==> src/rtl/uart_arb_pkg.sv <==
// Shared types and constants for the UART transmit arbiter.
package uart_arb_pkg;

    typedef enum logic [1:0] {
        IDLE  = 2'd0,
        GRANT = 2'd1,
        DRAIN = 2'd2
    } arb_state_t;

    localparam int ARB_FIXED = 0;
    localparam int ARB_RR    = 1;

    // Successor of v in the ring 0..n-1.
    function automatic int wrap_inc(input int v, input int n);
        return (v + 1 >= n) ? 0 : v + 1;
    endfunction

endpackage

==> src/rtl/rr_pick.sv <==
// Combinational rotating-priority picker: first set request at or after base, wrapping.
module rr_pick #(
    parameter  int N  = 4,
    localparam int IW = (N > 1) ? $clog2(N) : 1
) (
    input  logic [N-1:0]  req,
    input  logic [IW-1:0] base,
    output logic [N-1:0]  grant,
    output logic [IW-1:0] idx,
    output logic          any
);

    logic [N-1:0] hi_req;
    logic [N-1:0] pick;

    always_comb begin
        hi_req = '0;
        for (int i = 0; i < N; i++) begin
            hi_req[i] = req[i] && (i >= int'(base));
        end
        // Requests at or above base take precedence; otherwise wrap to the bottom.
        pick = (|hi_req) ? hi_req : req;
        idx  = '0;
        for (int i = N - 1; i >= 0; i--) begin
            if (pick[i]) idx = IW'(i);
        end
        grant = '0;
        for (int i = 0; i < N; i++) begin
            grant[i] = pick[i] && (idx == IW'(i));
        end
        any = |req;
    end

endmodule

==> src/rtl/uart_tx_arbiter.sv <==
// Shares one uart_tx among N_CH byte producers; a grant lasts a whole message.
module uart_tx_arbiter
    import uart_arb_pkg::*;
#(
    parameter  int N_CH   = 4,
    parameter  int DATA_W = 8,
    parameter  int MODE   = ARB_RR,
    localparam int IW     = (N_CH > 1) ? $clog2(N_CH) : 1
) (
    input  logic                     clk,
    input  logic                     reset_n,
    input  logic [N_CH-1:0]          ch_req,
    input  logic [N_CH-1:0]          ch_wr,
    input  logic [N_CH*DATA_W-1:0]   ch_din,
    output logic [N_CH-1:0]          ch_grant,
    output logic [N_CH-1:0]          ch_ready,
    output logic                     uart_wr,
    output logic [DATA_W-1:0]        uart_din,
    input  logic                     uart_ready,
    output logic [IW-1:0]            grant_id,
    output logic                     busy,
    output logic [N_CH-1:0]          drop_err,
    input  logic                     err_clr
);

    arb_state_t      state_q, state_d;
    logic [N_CH-1:0] grant_q, grant_d;
    logic [IW-1:0]   gid_q, gid_d;
    logic [IW-1:0]   last_q, last_d;
    logic [N_CH-1:0] drop_q, drop_d;

    logic [N_CH-1:0] pick_req;
    logic [IW-1:0]   pick_base;
    logic [N_CH-1:0] pick_grant;
    logic [IW-1:0]   pick_idx;
    logic            pick_any;
    logic            owner_active;

    rr_pick #(.N(N_CH)) u_pick (
        .req   (pick_req),
        .base  (pick_base),
        .grant (pick_grant),
        .idx   (pick_idx),
        .any   (pick_any)
    );

    always_comb begin
        // The channel that just released may not win while we are draining it.
        pick_req  = (state_q == DRAIN) ? (ch_req & ~grant_q) : ch_req;
        pick_base = (MODE == ARB_FIXED) ? '0 : IW'(wrap_inc(int'(last_q), N_CH));
    end

    always_comb begin
        state_d = state_q;
        grant_d = grant_q;
        gid_d   = gid_q;
        last_d  = last_q;
        unique case (state_q)
            IDLE: begin
                if (pick_any) begin
                    state_d = GRANT;
                    grant_d = pick_grant;
                    gid_d   = pick_idx;
                    last_d  = pick_idx;
                end
            end
            GRANT: begin
                if (!(|(ch_req & grant_q))) state_d = DRAIN;
            end
            DRAIN: begin
                if (uart_ready) begin
                    if (pick_any) begin
                        state_d = GRANT;
                        grant_d = pick_grant;
                        gid_d   = pick_idx;
                        last_d  = pick_idx;
                    end else begin
                        state_d = IDLE;
                        grant_d = '0;
                    end
                end
            end
            default: begin
                state_d = IDLE;
                grant_d = '0;
            end
        endcase
    end

    always_comb begin
        owner_active = (state_q == GRANT);
        ch_ready     = owner_active ? (grant_q & {N_CH{uart_ready}}) : '0;
        uart_wr      = |(ch_wr & ch_ready);
        uart_din     = '0;
        if (owner_active) begin
            for (int i = 0; i < N_CH; i++) begin
                if (grant_q[i]) uart_din = ch_din[i*DATA_W +: DATA_W];
            end
        end
        // A strobe without permission is flagged; a new drop outranks err_clr.
        drop_d = (err_clr ? '0 : drop_q) | (ch_wr & ~ch_ready);
    end

    always_ff @(posedge clk or negedge reset_n) begin
        if (!reset_n) begin
            state_q <= IDLE;
            grant_q <= '0;
            gid_q   <= '0;
            last_q  <= IW'(N_CH - 1);
            drop_q  <= '0;
        end else begin
            state_q <= state_d;
            grant_q <= grant_d;
            gid_q   <= gid_d;
            last_q  <= last_d;
            drop_q  <= drop_d;
        end
    end

    assign ch_grant = grant_q;
    assign grant_id = gid_q;
    assign busy     = (state_q != IDLE);
    assign drop_err = drop_q;

endmodule
==> config.mk <==
export PLATFORM = sky130hd
export DESIGN_NAME = uart_tx_arbiter
export DESIGN_NICKNAME = d
export VERILOG_FILES = /design/src/rtl/uart_arb_pkg.sv /design/src/rtl/rr_pick.sv /design/src/rtl/uart_tx_arbiter.sv
export SDC_FILE = /design/constraint.sdc
export NUM_CORES = 1
export LEC_CHECK = 0
export BUFFER_PORTS_ARGS = -buffer_cell sky130_fd_sc_hd__buf_2
export CORE_MARGIN = 1.5
export CORE_UTILIZATION = 46
export CTS_CLUSTER_SIZE = 12
export DETAILED_ROUTE_END_ITERATION = 10
export PLACE_DENSITY_LB_ADDON = 0.15
export SYNTH_ARGS = -nofsm -noshare
export SYNTH_HDL_FRONTEND = slang
export SYNTH_SLANG_ARGS = --single-unit
==> constraint.sdc <==
create_clock -name clk -period 3.65 [get_ports clk]
set_input_delay 0.365 -clock clk [delete_from_list [all_inputs] [get_ports clk]]
set_output_delay 0.365 -clock clk [all_outputs]
set_load 0.01 [all_outputs]
After elaboration in Yosys (flattened, before gate mapping)
Index checks and enable logic that the tools add are counted.
{ "classes": {"eq_ne": 8, "n_mux": 29, "n_lt_le_gt_ge": 4, "add_sub_neg": 1, "n_bitwise": 9, "n_reduce_logical": 18} }
{ "ops": {"columns": ["cell", "n"], "rows": [
  ["8-bit two-way mux", 5],
  ["2-bit two-way mux", 12],
  ["4-bit two-way mux", 6],
  ["4-bit AND", 5],
  ["4-bit OR reduction", 4],
  ["4-bit case mux with 3 select lines", 1],
  ["4-bit inverter", 2],
  ["2-bit case mux with 2 select lines", 2],
  ["1-bit logical AND", 7],
  ["2-bit == test, second input constant", 3],
  ["2-bit != test, second input constant", 3],
  ["2-bit case mux with 3 select lines", 1],
  ["3-bit AND reduction", 2],
  ["2-bit by 1-bit == test with 1-bit output, second input constant", 2],
  ["1-bit by 2-bit greater-or-equal comparator with 1-bit output, first input constant", 2],
  ["2-bit logical NOT", 2],
  ["4-bit bitwise OR", 1],
  ["2-bit nonzero test", 2],
  ["2-bit by 1-bit adder with 3-bit output, second input constant", 1],
  ["3-bit greater-or-equal comparator, second input constant", 1],
  ["3-bit two-way mux", 1],
  ["2-bit greater-or-equal comparator, first input constant", 1],
  ["2-bit AND reduction", 1],
  ["1-bit two-way mux", 1],
  ["1-bit inverter", 1]
]} }
{ "totals": {"word_cells": 74, "out_inout_bits": 24, "ff_bits": 14} }

Depth between registers and ports, before layout
Gate-level depths: netlist (run 1).
{ "depth": {"ltp_word": 15, "depth_mapped": 7, "mapped_depth_nobuf": 7} }

Modules after synthesis
Synthesis (run 1) repeated with hierarchy kept, for this count alone.
{ "unflattened": {"cells_unflattened": 144, "area_unflattened_um2": 1307.5} }
{ "modules_own_cells": {"columns": ["mod", "instances", "cells_per_inst", "area_per_inst_um2", "seq_area_each_um2"], "rows": [
  ["uart_tx_arbiter", 1, 113, 1119.8, 352.8],
  ["rr_pick", 1, 31, 187.7, 0.0]
]} }

Worst setup path before layout (run 1)
OpenSTA, ideal clock, no wires.
{ "synth_path": {"kind": "reg-to-output", "startpoint": "register grant_q[0] (netlist: ch_grant[0])", "endpoint": "output uart_din[6]", "t_required_ns": 3.285, "path_slack_ns": 2.004, "path_buffers": 1, "arrival_ns": 1.281, "path_stages_with_launch": 7, "path_cell_list": "dfrtp_1 nor2b_1 clkbuf_1 a221oi_1 nor3_1 a21oi_1 nor2_1"} }
{ "synth_via": {"elab_chain_cells": 5} }
{ "synth_lines": {"columns": ["item", "line", "text"], "rows": [
  ["from (decl)", "uart_tx_arbiter.sv:27", "logic [N_CH-1:0] grant_q, grant_d;"],
  ["from (signal assigned)", "uart_tx_arbiter.sv:113", "grant_q <= grant_d;"],
  ["8-bit two-way mux (4 in series)", "uart_tx_arbiter.sv:97", "if (grant_q[i]) uart_din = ch_din[i*DATA_W +: DATA_W];"],
  ["8-bit two-way mux", "uart_tx_arbiter.sv:95", "if (owner_active) begin"],
  ["to (decl)", "uart_tx_arbiter.sv:18", "output logic [DATA_W-1:0] uart_din,"]
]} }
No other way between the ends.

Worst setup path in the final report (run 1)
{ "layout_path": {"startpoint": "register grant_q[1] (netlist: ch_grant[1])", "endpoint": "output uart_din[4]"} }
{ "layout_via": {"elab_chain_cells": 4} }
{ "layout_lines": {"columns": ["item", "line"], "rows": [
  ["8-bit two-way mux (3 in series)", "uart_tx_arbiter.sv:97"],
  ["8-bit two-way mux", "uart_tx_arbiter.sv:95"]
]} }
No other way between the ends.

==> results.tsv, run 1 <==
metric	value	unit
run status	finished, final reports clean	
unrepaired setup endpoints after global routing	false	
crit-path leading delay family	simple AND/OR/NAND/NOR gates	
Main synth FF type	dfrtp_1	
Vert. Die Dim	52.62	µm
Fmax	409.1	MHz
Slew HR	53.84	%
DP HPWL	2392	µm
clk_lat worst skew	0.28	ns
dominant cell type by area after synthesis	dfrtp_1	
CP arrival	2.08	ns
WL final	3086	µm
post-synthesis cell area	1132	µm²
crit-path max FO	15	
die area	2768	µm²
CP bufs+invs	1	
Net Sw Frac	45.39	%
Leak	0.0008098	µW
met3 GRT Util	4.571	%
Diodes inserted	0	
Syn Area/Cell	7.974	µm²
grt met2 use	40.83	%
Clock transition at path regs	0.09	ns
Final Instance Area	1493	µm²
top cells by count, synth	dfrtp_1 (12), inv_1 (12), nand2_1 (11), nor3_1 (10)	
Vias/cell	5.672	
setup violators final	0	
Synth Net Count	188	
EDFF count, synth	0	
Final WS setup	1.205	ns
Residual DRC	0	
Critical Path Source Type	flop	
flops & latches, synth	14	
post_cts resized	0	
CTS Buf Count	3	
CTS H-tree lvls	1	
CP max-delay cell	dfrtp_1	
worst path cell trace	nor2b_1 -> a221oi_1 -> nor3_1 -> a21oi_1 -> nor2_1 -> buf_2	
ranking of synthesized cells by area	dfrtp_1 (27%), a221oi_1 (7.0%), nor2b_1 (5.0%), dfstp_2 (4.6%), nor3_1 (4.4%)	
GRT met1 Usage	30.05	%
Least-Margin Pin Slew	0.6923	ns
Crit. End Element	primary output	
routability cong.	0.8358	
Max Clock Skew	0.003660	ns
CTS max path bufs	2	
Buffers on Ports	67	
Reg power frac	32.1	%
Final min period	2.445	ns
max-cap viol count	0	
Tot GR Track Use	23.46	%
sequential area share after synthesis	31.16	%
most used routing layer	met2	
Seq. cell area	352.8	µm²
combined area of the multi-input logic cells	678.2	µm²
Synth top area share	26.52	%
clock root buffer	clkbuf_4	
period utilization	66.98	%
vias in the first global route	1148	
first-pass GRT wire length	4940	µm
Slew Viols, Final	0	
asr flop ratio synth	100.0	%
DRT Pass-1 Iters	4	
DRT antenna net count	0	
worst stage delay on the critical path	0.56	ns
die width	52.62	µm
Fill cells	190	
pwr/cell area	644.4	nW/µm²
1st-iter DRT viols	57	
placed cell areas	1446	µm²
CTS tree	yes	
hold slack	0.3093	ns
pre-CTS setup slack	1.583	ns
I/O pin count	68	
combinational share of power	55.9	%
pin count of the biggest net entering global routing	24	
post-DR wirelength/cell	13.30	µm
hold violation total from the final report	0	
Final Total Pwr	961.9	µW
worst vdd ir	0.0005091	V
total gr overflow	0	
internal power	525.3	µW
required time of the critical path	3.28	ns
num rows	17	
post-synth cell types	41	
worst hold path class	in2reg	
layout overhead on the synthesized area	31.82	%
setup TNS	0	ns
CORE AREA	2276	µm²
cell count after synthesis	142	
Yosys warnings	0	
Crit Path Category	reg2out	
initial core utilization	49.75	%
hold-fix buffers at CTS	1	
layout cells sized above 1	38.24	%
clock network power share	12.0	%
layout net count	251	
Post-CTS Setup Inserts	0	
initial antenna violation count	0	
total number of vias	1316	
Psw	436.6	µW
Sink Count	14	
[sequential cells by signal, indices dropped and copies added (netlist names)]
register / count
ch_grant: 4
last_q: 2
state_q: 2
grant_id: 2
drop_err: 4
[cell families after synthesis]
kind of cell | after synthesis | share of synthesized area [%]
simple gates | 61 | 30.28
compound gates | 43 | 27.40
buf+inv | 22 | 8.950
flops | 14 | 31.16
fa+ha+maj | 2 | 2.210
[cell type report]
type	instances	area share, %
clock buffers	4	2.431
inverters	12	3.018
multi-input cells	106	45.43
flip-flops and latches	14	23.64
well taps	28	2.347
repair buffers	68	23.13
[routing by layer]
layer / up-vias / wire (µm)
li1: 643 / -
met1: 599 / 1283
met2: 72 / 1504
met3: 2 / 287
met4: 0 / 10
met5: - / 0
[through the flow]
step	utilization, %	std cells
2_1_floorplan	-	142
3_3_place_gp	63.55	227
3_5_place_dp	63.55	227
4_1_cts	65.59	232
5_1_grt	65.59	232
6_report	65.59	232
[worst reg2reg max path, cell delays in order, from the launching register on]
cell       delay [ns]
dfrtp_1          0.80
nand3b_1         0.18
nand2_1          0.18
a41o_1           0.40
and2_1           0.20
o2bb2ai_1        0.12
[power by group through the flow]
stage / Sequential [µW] / Clock, µW / Combinational, µW
2_1_floorplan: 264 / 0 / 442
3_3_place_gp: 308 / 0 / 524
3_5_place_dp: 311 / 0 / 533
4_1_cts: 308 / 116 / 537
5_1_grt: 325 / 120 / 611
6_report: 309 / 116 / 537
[placed cells by master (no fill, tap or decap), types with 2 or more instances in the layout]
cell type,synthesis,routed
dfstp_2,2,2
o22ai_1,5,5
clkbuf_4,0,3
inv_1,12,12
a221oi_1,9,9
nor2b_1,9,9
nand2_1,11,11
and3_1,5,5
nor2_1,9,9
nand3b_1,4,4
nor3_1,10,10
dfrtp_1,12,12
a21o_1,2,2
a22oi_1,2,2
nand2b_1,2,2
nand3_1,3,3
o21ai_0,4,4
buf_2,0,67
a21oi_1,9,9
ha_1,2,2
and2b_1,2,2
[worst paths after layout]
kind                       depth (start not counted)  slack [ns]                 endpoint                     from
hold / removal                                     2        0.31    drop_err[2]$_DFF_PN0_                  err_clr
hold reg to reg                                    2        0.48  grant_id[1]$_DFFE_PN0P_  grant_id[1]$_DFFE_PN0P_
min in group asynchronous                          2        0.50  grant_id[0]$_DFFE_PN0P_                  reset_n
max in group asynchronous                          2        2.87    last_q[1]$_DFFE_PN1P_                  reset_n
setup / recovery                                   6        1.21              uart_din[4]  ch_grant[1]$_DFFE_PN0P_
setup reg to reg                                   5        1.70  ch_grant[0]$_DFFE_PN0P_  ch_grant[3]$_DFFE_PN0P_
Note: power is estimated with default switching activity, not from simulation.
==> inputs of run 2 (changes only) <==
- ABC_AREA: not set -> 1
- CORE_UTILIZATION: 46 -> 43
- clock period: 3.65 -> 2.39 ns (I/O delays scaled with it)
==> results.tsv, run 2 <==
metric	value	unit
Crit. End Element	primary output	
clk_lat worst skew	0.29	ns
Clock transition at path regs	0.09	ns
num rows	18	
Placed Cells	257	
Least-Margin Pin Slew	0.4064	ns
hold path cells	2	
setup TNS	0	ns
CTS max path bufs	2	
worst hold path class	in2reg	
Final WS setup	0.3718	ns
Fmax	495.5	MHz
Synth top area share	25.78	%
vias in the first global route	1086	
period utilization	84.44	%
flops & latches, synth	14	
setup violators final	0	
Psw	847.5	µW
Max Clock Skew	0.007729	ns
die width	55.05	µm
die area	3030	µm²
Finished Layout Cells	262	
Final min period	2.018	ns
worst vdd ir	0.0006520	V
combinational share of power	64.1	%
post-DR wirelength/cell	11.89	µm
EDFF count, synth	0	
Diodes inserted	0	
Worst R2R End	ch_grant[3]$_DFFE_PN0P_	
pre-CTS setup slack	0.6730	ns
Sink Count	14	
ranking of synthesized cells by area	dfrtp_1 (26%), nand2_1 (14%), nand3_2 (6.0%), o21ai_0 (6.0%), inv_1 (5.8%)	
layout cells sized above 1	43.53	%
Leak	0.0008608	µW
1st-iter DRT viols	24	
Final Total Pwr	1649	µW
DP HPWL	2586	µm
most frequent cell after synthesis	nand2_1	
Net Sw Frac	51.39	%
Residual DRC	0	
hold violation total from the final report	0	
Syn Area/Cell	7.103	µm²
crit-path max FO	12	
DRT Pass-1 Iters	4	
Synth Net Count	210	
Main synth FF type	dfrtp_1	
initial antenna violation count	0	
required time of the critical path	2.15	ns
layout net count	279	
Hold Crit Start	err_clr	
clock root buffer	clkbuf_4	
DRT antenna net count	0	
Vias/cell	5.050	
sequential area share after synthesis	30.29	%
Yosys warnings	0	
most common library cell in the layout ignoring fill and taps	buf_2	
total gr overflow	0	
first-pass GRT wire length	4581	µm
Critical Path Source Type	flop	
run status	finished, final reports clean	
top cells by count, synth	nand2_1 (43), inv_1 (18), o21ai_0 (14), dfrtp_1 (12)	
Slew Viols, Final	0	
Vert. Die Dim	55.05	µm
Post-CTS Setup Inserts	0	
WL final	3116	µm
routability cong.	0.8309	
commonest non-fill, non-tap cells in the layout	buf_2 (67), nand2_1 (43), inv_1 (18), o21ai_0 (14), dfrtp_1 (12)	
Slew HR	72.91	%
placed cell areas	1513	µm²
CORE AREA	2522	µm²
internal power	801.8	µW
CTS tree	yes	
Buffers on Ports	67	
post-synthesis cell area	1165	µm²
I/O pin count	68	
initial core utilization	46.18	%
pin count of the biggest net entering global routing	16	
dominant cell type by area after synthesis	dfrtp_1	
CP arrival	1.78	ns
Crit Path Category	reg2out	
pwr/cell area	1065	nW/µm²
layout overhead on the synthesized area	32.98	%
r2r setup slk	0.71	ns
Final Instance Area	1549	µm²
Hold EP	drop_err[2]$_DFF_PN0_	
CTS Buf Count	3	
Tot GR Track Use	21.05	%
worst r2r src	last_q[0]$_DFFE_PN1P_	
FF-to-FF path depth	10	
post-synth cell types	30	
asr flop ratio synth	100.0	%
total number of vias	1323	
cell count after synthesis	164	
unrepaired setup endpoints after global routing	false	
clock network power share	8.8	%
Reg power frac	27.2	%
CTS H-tree lvls	1	
max-cap viol count	0	
[run 2: cell count changes after synthesis, moves of 5 or more]
cell / previous run / this run
o21ai_0: 4 / 14
inv_1: 12 / 18
a221oi_1: 9 / 0
nand2_1: 11 / 43
nor3_1: 10 / 3
nand3_2: 0 / 7
and3_1: 5 / 0
clkbuf_1: 6 / 1
nand2_2: 0 / 6
nor2b_1: 9 / 0
inv_2: 0 / 6
[run 2: critical path, cell delays in order (launching register included)]
cell	delay (ns)
dfrtp_1	0.53
inv_2	0.15
nand2_1	0.08
inv_2	0.13
nand2_1	0.06
nand2_1	0.06
o21ai_1	0.07
a211oi_1	0.24
buf_2	0.18
[run 2: final cells by class]
cell class | instances | area [µm²]
fill | 220 | 973.4
multi-input combinational | 121 | 688.2
sequential | 14 | 352.8
timing repair buffer | 68 | 345.3
inverter | 25 | 98.84
tap | 30 | 37.54
clock buffer | 4 | 26.28
[run 2: what timing repair did]
item	CTS	global route
gates resized for setup	0	0
hold endpoints to repair	12	0
hold buffers	1	0
setup endpoints to repair	0	0
[run 2: how the worst max path moves through the flow]
stage | startpoint | to | slack (ns)
after floorplan | ch_grant[1]$_DFFE_PN0P_ | uart_din[1] | 0.83
after global placement | ch_grant[1]$_DFFE_PN0P_ | uart_din[1] | 0.70
after detailed placement | ch_grant[1]$_DFFE_PN0P_ | uart_din[1] | 0.67
after CTS | ch_grant[1]$_DFFE_PN0P_ | uart_din[1] | 0.36
after global routing | ch_grant[1]$_DFFE_PN0P_ | uart_din[5] | 0.18
final | ch_grant[1]$_DFFE_PN0P_ | uart_din[5] | 0.37
[run 2: power by group through the flow]
stage	combinational, µW	clock [µW]	sequential (µW)
5_1_grt	1190	159	462
6_report	1060	144	448
4_1_cts	1070	149	449
3_5_place_dp	1060	0	454
2_1_floorplan	783	0	429
3_3_place_gp	1040	0	450
[run 2: through the flow]
step / hold WS [ns] / util, %
floorplan: -0.05659 / -
CTS: 0.1703 / 61.41
detailed placement: 0.1541 / 59.97
global route: 0.1761 / 61.41
finish: 0.1732 / 61.41
global placement: 0.1466 / 59.97
[run 2: routing by layer]
| metal | routed length (µm) | global-route usage, % | vias up |
|---|---|---|---|
| li1 | - | - | 680 |
| met1 | 1344 | 28.14 | 592 |
| met3 | 223 | 2.151 | 4 |
| met5 | 0 | 0 | - |
| met2 | 1518 | 35.32 | 47 |
| met4 | 29 | 7.317 | 0 |
[run 2: kinds of logic after synthesis]
family	Yosys count	synth area share (%)
flops	14	30.29
compound gates	39	20.62
fa+ha+maj	2	2.148
buf+inv	29	10.63
simple gates	80	36.30
==> inputs of run 3 (changes only) <==
- ABC_AREA: 1 -> 0
- clock period: 2.39 -> 2.11 ns (I/O delays scaled with it)
==> results.tsv, run 3 (synthesized netlist as in run 1, its figures left out) <==
metric	value	unit
run status	finished, final reports clean	
CTS Buf Count	3	
crit-path max FO	8	
combined area of the multi-input logic cells	680.7	µm²
Worst R2R End	grant_id[1]$_DFFE_PN0P_	
met3 GRT Util	4.918	%
CP max-delay cell	dfrtp_1	
Critical Path Source Type	flop	
Slew HR	74.55	%
first-pass GRT wire length	4602	µm
unrepaired setup endpoints after global routing	false	
worst hold path class	in2reg	
placed cell areas	1464	µm²
DRT Pass-1 Iters	5	
pwr/cell area	1098	nW/µm²
Fmax	509.7	MHz
WL final	3267	µm
most used routing layer	met2	
crit-path leading delay family	simple AND/OR/NAND/NOR gates	
setup TNS	0	ns
total gr overflow	0	
CTS tree	yes	
CTS max path bufs	2	
Crit. End Element	primary output	
DRT antenna net count	0	
most common library cell in the layout ignoring fill and taps	buf_2	
period utilization	92.98	%
worst path cell trace	nor2b_2 -> a221oi_1 -> nor3_1 -> a21oi_1 -> nor2_1 -> buf_2	
CORE AREA	2477	µm²
FF-to-FF path depth	5	
Fill cells	249	
post-DR wirelength/cell	13.84	µm
Vias/cell	5.627	
Post-CTS Setup Inserts	0	
layout overhead on the synthesized area	32.82	%
die width	54.32	µm
Tot GR Track Use	21.55	%
grt met2 use	39.16	%
CTS H-tree lvls	1	
hold violation total from the final report	0	
setup violators final	0	
Diodes inserted	0	
Clock transition at path regs	0.08	ns
num rows	18	
Sink Count	14	
worst stage delay on the critical path	0.48	ns
initial core utilization	45.71	%
commonest non-fill, non-tap cells in the layout	buf_2 (67), inv_1 (12), nand2_1 (11), dfrtp_1 (11), nor3_1 (10)	
clk_lat worst skew	0.28	ns
required time of the critical path	1.90	ns
clock root buffer	clkbuf_4	
worst r2r src	state_q[0]$_DFFE_PN0P_	
initial antenna violation count	0	
GRT met1 Usage	25.46	%
DP HPWL	2506	µm
CP arrival	1.75	ns
total number of vias	1328	
Seq. cell area	354.1	µm²
worst vdd ir	0.0008132	V
pin count of the biggest net entering global routing	23	
Hold Crit Start	err_clr	
vias in the first global route	1060	
max-cap viol count	0	
layout cells sized above 1	39.32	%
CP bufs+invs	1	
Crit Path Category	reg2out	
Final Instance Area	1504	µm²
Max Clock Skew	0.007166	ns
routability cong.	0.9336	
Hold EP	drop_err[2]$_DFF_PN0_	
Leak	0.0008131	µW
Vert. Die Dim	54.32	µm
hold path cells	2	
1st-iter DRT viols	48	
Buffers on Ports	67	
Least-Margin Pin Slew	0.3721	ns
r2r setup slk	0.31	ns
die area	2950	µm²
I/O pin count	68	
Final min period	1.962	ns
layout net count	253	
Slew Viols, Final	0	
Residual DRC	0	
## run 3: cell types whose count changed in the layout (fill, tap and decap cells not counted), sizes merged, moves of 4 or more
cell	previous run	this run
inv	24	12
o21ai	17	5
nand3	12	3
nand3b	0	4
nand2	50	11
a221oi	0	9
nor3	3	10
and3	0	5
nor2b	0	9
## run 3: cell type report
class	count	share of cell area, %
Inverter	12	2.995
Clock buffer	4	1.747
Timing Repair Buffer	70	23.96
Sequential cell	14	23.54
Tap cell	30	2.496
Multi-Input combinational cell	106	45.26
## run 3: per-layer routing
layer / wire, µm / vias to the layer above
met5: 0 / -
met4: 4 / 0
met3: 240 / 2
met2: 1633 / 60
met1: 1388 / 617
li1: - / 649
## run 3: how the worst max path moves through the flow
| stage | startpoint | to | cells past startpoint |
|---|---|---|---|
| finish | ch_grant[0]$_DFFE_PN0P_ | uart_din[7] | 6 |
| global route | ch_grant[0]$_DFFE_PN0P_ | uart_din[7] | 6 |
| CTS | ch_grant[1]$_DFFE_PN0P_ | uart_din[7] | 6 |
| detailed placement | ch_grant[1]$_DFFE_PN0P_ | uart_din[7] | 6 |
| global placement | ch_grant[1]$_DFFE_PN0P_ | uart_din[4] | 6 |
| floorplan | ch_grant[0]$_DFFE_PN0P_ | grant_id[1]$_DFFE_PN0P_ | 6 |
## run 3: what timing repair did
item | CTS | global route
resized for setup | 1 | 1
hold buffers | 1 | 0
setup endpoints to repair | 6 | 6
endpoints found under the hold margin | 12 | 0
## run 3: metrics by stage
stage | std cells | hold WS (ns) | util (%) | power (µW) | setup slack, ns
after floorplan | 142 | -0.08459 | - | 1221 | 0.4865
after global placement | 231 | 0.1246 | 59.09 | 1458 | 0.3640
after detailed placement | 231 | 0.1266 | 59.09 | 1484 | 0.2471
after CTS | 236 | 0.1599 | 60.66 | 1652 | 0.09251
after global routing | 236 | 0.1632 | 60.71 | 1795 | 0.03216
final | 236 | 0.1706 | 60.71 | 1651 | 0.1482
## run 3: power by group
group / internal [µW] / switching, µW
Clock: 73.4 / 85.0
Sequential: 375 / 109
Combinational: 447 / 562
Total: 895 / 756
